$ cat src/rtl/packet_splitter.sv
// Serialises one message plus its CRC-8 into bytes, LSB byte first, for the UART TX byte engine.
// The CRC is computed one byte per cycle before the first byte is offered.
module packet_splitter #(
    parameter int unsigned DATA_LENGTH    = 8,
    parameter int unsigned MESSAGE_LENGTH = 48,
    parameter int unsigned CRC_LENGTH     = 8,
    parameter logic [CRC_LENGTH-1:0] CRC_POLY = 8'h07
) (
    input  logic                      clk,
    input  logic                      reset,
    input  logic [MESSAGE_LENGTH-1:0] msg_data,
    input  logic                      msg_valid,
    output logic                      msg_ready,
    output logic [DATA_LENGTH-1:0]    tx_data,
    output logic                      tx_valid,
    input  logic                      tx_ready,
    output logic                      busy
);

    localparam int unsigned SEGMENT_COUNT = (MESSAGE_LENGTH + CRC_LENGTH) / DATA_LENGTH;
    localparam int unsigned MSG_BYTES     = MESSAGE_LENGTH / DATA_LENGTH;
    localparam int unsigned SEG_W         = $clog2(SEGMENT_COUNT);

    typedef enum logic [1:0] {
        IDLE = 2'd0,
        CALC = 2'd1,
        SEND = 2'd2
    } state_t;

    state_t                    state_q, state_d;
    logic [MESSAGE_LENGTH-1:0] msg_q, msg_d;
    logic [CRC_LENGTH-1:0]     crc_q, crc_d;
    logic [SEG_W-1:0]          idx_q, idx_d;
    logic [SEG_W-1:0]          seg_q, seg_d;
    logic [SEG_W-1:0]          seg_nxt;
    logic [DATA_LENGTH-1:0]    tx_data_d;
    logic                      tx_valid_d;
    logic [DATA_LENGTH-1:0]    pkt_bytes [SEGMENT_COUNT];

    // One CRC-8 update over a whole byte, MSB first, no reflection.
    function automatic logic [CRC_LENGTH-1:0] crc8_step(input logic [CRC_LENGTH-1:0] crc,
                                                        input logic [DATA_LENGTH-1:0] data);
        logic [CRC_LENGTH-1:0] c;
        c = crc ^ data;
        for (int i = 0; i < DATA_LENGTH; i++) begin
            c = c[CRC_LENGTH-1] ? ({c[CRC_LENGTH-2:0], 1'b0} ^ CRC_POLY) : {c[CRC_LENGTH-2:0], 1'b0};
        end
        return c;
    endfunction

    // Packet view: message bytes followed by the CRC byte at the top.
    always_comb begin
        for (int k = 0; k < MSG_BYTES; k++) begin
            pkt_bytes[k] = msg_q[k*DATA_LENGTH +: DATA_LENGTH];
        end
        pkt_bytes[SEGMENT_COUNT-1] = crc_q;
    end

    assign seg_nxt   = seg_q + SEG_W'(1);
    assign msg_ready = (state_q == IDLE) && !reset;
    assign busy      = (state_q != IDLE);

    always_ff @(posedge clk) begin
        if (reset) begin
            state_q  <= IDLE;
            msg_q    <= '0;
            crc_q    <= '0;
            idx_q    <= '0;
            seg_q    <= '0;
            tx_data  <= '0;
            tx_valid <= 1'b0;
        end else begin
            state_q  <= state_d;
            msg_q    <= msg_d;
            crc_q    <= crc_d;
            idx_q    <= idx_d;
            seg_q    <= seg_d;
            tx_data  <= tx_data_d;
            tx_valid <= tx_valid_d;
        end
    end

    always_comb begin
        state_d    = state_q;
        msg_d      = msg_q;
        crc_d      = crc_q;
        idx_d      = idx_q;
        seg_d      = seg_q;
        tx_data_d  = tx_data;
        tx_valid_d = tx_valid;

        case (state_q)
            IDLE: begin
                if (msg_valid && msg_ready) begin
                    msg_d   = msg_data;
                    crc_d   = '0;
                    idx_d   = SEG_W'(MSG_BYTES - 1);
                    state_d = CALC;
                end
            end
            CALC: begin
                // Highest message byte first so the CRC sees bits MSB first.
                crc_d = crc8_step(crc_q, pkt_bytes[idx_q]);
                if (idx_q == '0) begin
                    seg_d      = '0;
                    tx_data_d  = pkt_bytes[0];
                    tx_valid_d = 1'b1;
                    state_d    = SEND;
                end else begin
                    idx_d = idx_q - SEG_W'(1);
                end
            end
            SEND: begin
                if (tx_valid && tx_ready) begin
                    if (seg_q == SEG_W'(SEGMENT_COUNT - 1)) begin
                        tx_valid_d = 1'b0;
                        state_d    = IDLE;
                    end else begin
                        seg_d     = seg_nxt;
                        tx_data_d = pkt_bytes[seg_nxt];
                    end
                end
            end
            default: begin
                state_d = IDLE;
            end
        endcase
    end

endmodule

$ cat config.mk
export PLATFORM = sky130hd
export DESIGN_NAME = packet_splitter
export DESIGN_NICKNAME = d
export VERILOG_FILES = /design/src/rtl/packet_splitter.sv
export SDC_FILE = /design/constraint.sdc
export NUM_CORES = 1
export LEC_CHECK = 0
export ABC_AREA = 1
export CAP_MARGIN = 10
export CORE_MARGIN = 2
export CORE_UTILIZATION = 48
export DETAILED_ROUTE_END_ITERATION = 8
export PLACE_DENSITY = 0.69
export SLEW_MARGIN = 15
export SYNTH_ARGS = -nofsm -noshare
export SYNTH_HDL_FRONTEND = slang
export SYNTH_SLANG_ARGS = --single-unit
$ cat constraint.sdc
create_clock -name clk -period 3 [get_ports clk]
set_input_delay 0.3 -clock clk [delete_from_list [all_inputs] [get_ports clk]]
set_output_delay 0.3 -clock clk [all_outputs]
set_load 0.1 [all_outputs]
### After elaboration in Yosys (flattened, before gate mapping)

Index checks and enable logic that the tools add are counted.

* add/subtract/negate cells: 2
* shift-type cells: 0
* bitwise gates (word level): 11
* eq/ne operators: 9
* magnitude comparators: 2
* div/mod/pow operators: 0
* multipliers: 0
* reductions and logical operators: 15
* multiplexer cells: 36

Operator list (number)
* 8-bit 2-to-1 mux: 8
* 8-bit binary-select mux with 3-bit select: 2
* 3-bit 2-to-1 mux: 13
* 8-bit one-hot mux with 2 select lines: 2
* 3-bit inverter: 8
* 3-bit one-hot mux with 2 select lines: 2
* 4-bit AND reduction: 3
* 2-bit inequality test (second input constant): 5
* 4-bit >= comparator (second input constant): 2
* 2-bit 2-to-1 mux: 4
* 3-bit inverter with 4-bit output: 2
* 8-bit bitwise XOR: 1
* 2-bit one-hot mux with 3 select lines: 1
* 2-bit nonzero test: 3
* 2-bit AND reduction: 2
* 3-bit by 1-bit adder with 3-bit output (second input constant): 1
* 3-bit == test (second input constant): 1
* 1-bit logical AND: 3
* 3-bit logical NOT: 1
* 1-bit 2-to-1 mux: 3
* 3-bit AND reduction: 1
* 3-bit by 1-bit subtractor with 3-bit output (second input constant): 1
* 2-bit by 1-bit == test with 1-bit output (second input constant): 1
* 2-bit == test (second input constant): 1
* other kinds (4): 4

* bits in latches: 0
* memory bits (read-only): 0
* memory bits (writable): 0
* memories: 0
* register bits after elaboration: 73

### Depth between registers and ports, before layout

* depth in word-level cells: 22
* mapped depth: 17

### Least setup slack after synthesis

OpenSTA, ideal clock, no wires.

* path kind: register to register
* from: register state_q[0]
* to: register msg_q[29]
* clock period less this slack: 3.358 ns
* stages on the path, launching flop included: 8
* setup slack: -0.358 ns
* setup time: 0.070 ns
* arrival time: 3.288 ns
* data required time: 2.930 ns
* cell sequence: dfxtp_1 -> nor2_1 -> inv_1 -> nor2_1 -> nand2_1 -> clkbuf_1 -> clkbuf_1 -> a21oi_1

* cells in the longest elaborated chain, start to end: 4

RTL lines
* start, declared: line 30 `state_t state_q, state_d;`
* start signal, assigned: line 73 `state_q <= state_d;`
* 2-bit logical NOT: line 60 `assign msg_ready = (state_q == IDLE) && !reset;`
* 1-bit logical AND: line 60
* net msg_ready: line 13 `output logic msg_ready,`
* 1-bit logical AND: line 94 `if (msg_valid && msg_ready) begin`
* 2-bit AND reduction (no line)
* end signal, assigned: line 74 `msg_q <= msg_d;`
* end, declared: line 31 `logic [MESSAGE_LENGTH-1:0] msg_q, msg_d;`

The timed path passes the listed nets, and every way through them passes these cells.
A chain may end at the register's enable or synchronous reset.

### Worst setup path in the final report

* from: register idx_q[2]
* to: register tx_data[4]

* cells in the longest elaborated chain, start to end: 3

RTL lines
* start, declared: line 33 `logic [SEG_W-1:0] idx_q, idx_d;`
* start signal, assigned: line 76 `idx_q <= idx_d;`
* 3-bit logical NOT: line 104 `if (idx_q == '0) begin`
* 2-bit inequality test (no line)
* 4-bit AND reduction (no line)
* end signal, assigned: line 78 `tx_data <= tx_data_d;`
* end, declared: line 14 `output logic [DATA_LENGTH-1:0] tx_data,`

No other way between the ends.

==> impl_results.md <==
- Post-synth top area cell: dfxtp_1
- Layout cells sized above 1: 8.986%
- DIE WIDTH: 96.61 microns
- RSZ-0062 raised after global routing: false
- TritonCTS clock tree: done
- Cells after synthesis: 635
- Power Total: 3.404 mW
- Commonest non-fill, non-tap cell in the layout: nand2_1
- Ys Warns: 0
- Antenna fix cells: 0
- Crit path cell chain: inv_1 -> a21oi_1 -> inv_1 -> nand2_1 -> inv_1 -> o21ai_0 -> buf_4 -> inv_1 -> o21ai_0 -> a31oi_1
- Startpoint types: flip-flop
- DP HPWL: 8.190 mm
- Hold_ws: 459.1 ps
- Post-synth top area share: 35.50%
- Critical path class: reg2reg
- Maximum VDD drop: 0.2791 mV
- Final period util: 69.96%
- Most used cell along the critical path: inv_1
- FF+latch area: 1461 sq um
- Clock latency on the worst-skew pair: 350 ps
- Hold Vio Cnt, Final: 0
- Most frequently used flop master after synthesis: dfxtp_1
- Arrival time worst endpoint: 2370 ps
- Register area share after synthesis: 35.50%
- Worst Hold Path Cells: 2
- Leakage: 2.119 nW
- DR vias/cell: 5.475
- GPL Wtd Cong: 0.9582
- Worst hold path type: reg2reg
- Clock skew: 9.748 ps
- Post-synth EDFFs: 0
- Number of distinct library cells after synthesis: 31
- Hold Crit Start: msg_q[29]
- CTS buffer count: 9
- Antenna viol nets, final: 0
- Port buffer count: 62
- Hold_buf cts: 0
- Area delta synth->final: 20.97%
- FF-to-FF path depth: 10
- Yosys reg bits: 73
- Max Cap Viol: 0
- Netlist Area Pre-Place: 4116 sq um
- Io pins: 63
- CP max-delay cell: inv_1
- Global Route Usage Sum: 24.70%
- Footprint of the multi-input gates: 2205 sq um
- 1st-iter DRT viols: 298
- Post-synthesis net count: 691
- R2r endpoint: tx_data[4]
- R2r setup slk: 900 ps
- Clock Path Buffers: 2
- Largest cells by area after synthesis: dfxtp_1 (36%), nand2_1 (15%), o21ai_0 (11%), a21oi_1 (10%), nand3_1 (7.3%)
- Hold Path End: msg_q[29]
- CP max stage delay: 420 ps
- Clock transition at path regs: 70 ps
- DRC viols: 0
- Fmax: 476.5 MHz
- Pwr/cell area: 683.6 nW/um^2
- Normalized max-slew margin: 61.75%
- Worst r2r src: idx_q[2]
- Clk sinks: 73
- Final Routed Wirelength: 11.48 mm
- # fillers: 815
- Largest net degree at the start of global routing: 54
- DRT Pass-1 Iters: 5
- Full die area: 9333 sq um
- Initial Util: 49.85%
- Rows: 33
- Syn Area/Cell: 6.483 sq um
- Most frequent cells in the layout: nand2_1 (164), o21ai_0 (90), a21oi_1 (85)
- Htree depth: 3
- WP data required: 3280 ps
- Vias in the first global route: 4084
- CP Max Fanout: 13
- Post-CTS Setup Bufs: 0
- Initial antenna violation count: 0
- Period minus WS final: 2099 ps
- Core box area: 8258 sq um
- Fin Setup TNS: 0 ps
- Fin nets: 742
- # resized after CTS: 0
- Global-route wire length before repair: 19.19 mm
- Clock root cell: clkbuf_8
- Worst-Margin Slew: 571.7 ps
- Outcome: completed
- Slew Limit Fails: 0
- DR vias: 4353
- Mean routed wirelength per cell: 14.44 microns
- Die H: 96.61 microns
- Critical Path End Type: flip-flop
- Total grt overflow: 0
- Endpoints failing setup: 0
- Synth async-reset ratio: 0%
cell usage after synthesis, types with 2 or more instances:
cell,number
nand2_2,7
nand3_1,60
dfxtp_1,73
clkbuf_1,24
nand2_1,165
o21ai_2,2
clkinv_1,3
nand3_2,5
a31oi_1,8
inv_1,65
o21ai_0,90
buf_6,6
buf_2,4
xor2_1,4
ha_1,4
inv_2,2
nor2_1,15
a21oi_1,85
area by class of cell:
cell class                      instances  share of cell area, %
Clock inverter                          5                  1.633
Sequential cell                        73                  29.35
Inverter                               72                  5.578
Multi-Input combinational cell        456                  44.27
Tap cell                              105                  2.638
Timing Repair Buffer                   74                  13.97
Clock buffer                           10                  2.563
state kept, by name, indices dropped and copies added (netlist names):
| signal | cells |
|---|---|
| msg_q | 48 |
| crc_q | 8 |
| tx_data | 8 |
| idx_q | 3 |
| seg_q | 3 |
| state_q | 2 |
| tx_valid | 1 |
how the worst max path moves through the flow:
stage	startpoint	endpoint
final	idx_q[2]	tx_data[4]
after global routing	idx_q[0]	tx_data[5]
after CTS	idx_q[0]	tx_data[4]
after detailed placement	reset	msg_q[7]
after global placement	reset	msg_q[0]
after floorplan	state_q[0]	msg_q[29]
metal layers:
| metal | track usage (%) | up-vias | routed length (microns) |
|---|---|---|---|
| li1 | - | 2192 | - |
| met1 | 31.91 | 1956 | 5068 |
| met2 | 39.90 | 171 | 5232 |
| met3 | 3.613 | 34 | 734 |
| met4 | 13.11 | 0 | 448 |
| met5 | 0 | - | 0 |
report_power, final:
part / switching (mW) / leakage, nW / internal, mW / total [mW]
Combinational: 0.972 / 1.42 / 0.436 / 1.41
Sequential: 0.0764 / 0.599 / 1.09 / 1.16
Clock: 0.370 / 0.102 / 0.464 / 0.834
Total: 1.42 / 2.12 / 1.99 / 3.40
metrics by stage:
step                util, %  worst slack, ps  cells  cell area, sq um
finish                60.30            901.2    795              4980
CTS                   60.30            929.1    795              4980
detailed placement    57.77            865.5    780              4771
floorplan                 -            228.4    635              4119
global placement      57.77            896.9    780              4771
global route          60.30            629.3    795              4980
critical path: cells and delay by family (launching register included):
kind                   cells  cell delay (ps)
AND/OR/NAND/NOR            1               80
flip-flops                 1              310
AO/OA/AOI/OAI              4              560
buffers and inverters      5             1090
cell families (layout without fill, tap and decap cells):
logic type	after synthesis	in the layout	synth area share, %
XOR/XNOR	5	5	1.064
buffers and inverters	106	161	11.06
flip-flops	73	73	35.50
AO/OA/AOI/OAI	193	193	24.74
AND/OR/NAND/NOR	254	254	26.41
adder cells (fa/ha/maj)	4	4	1.216
(Power assumes the default switching activity.)
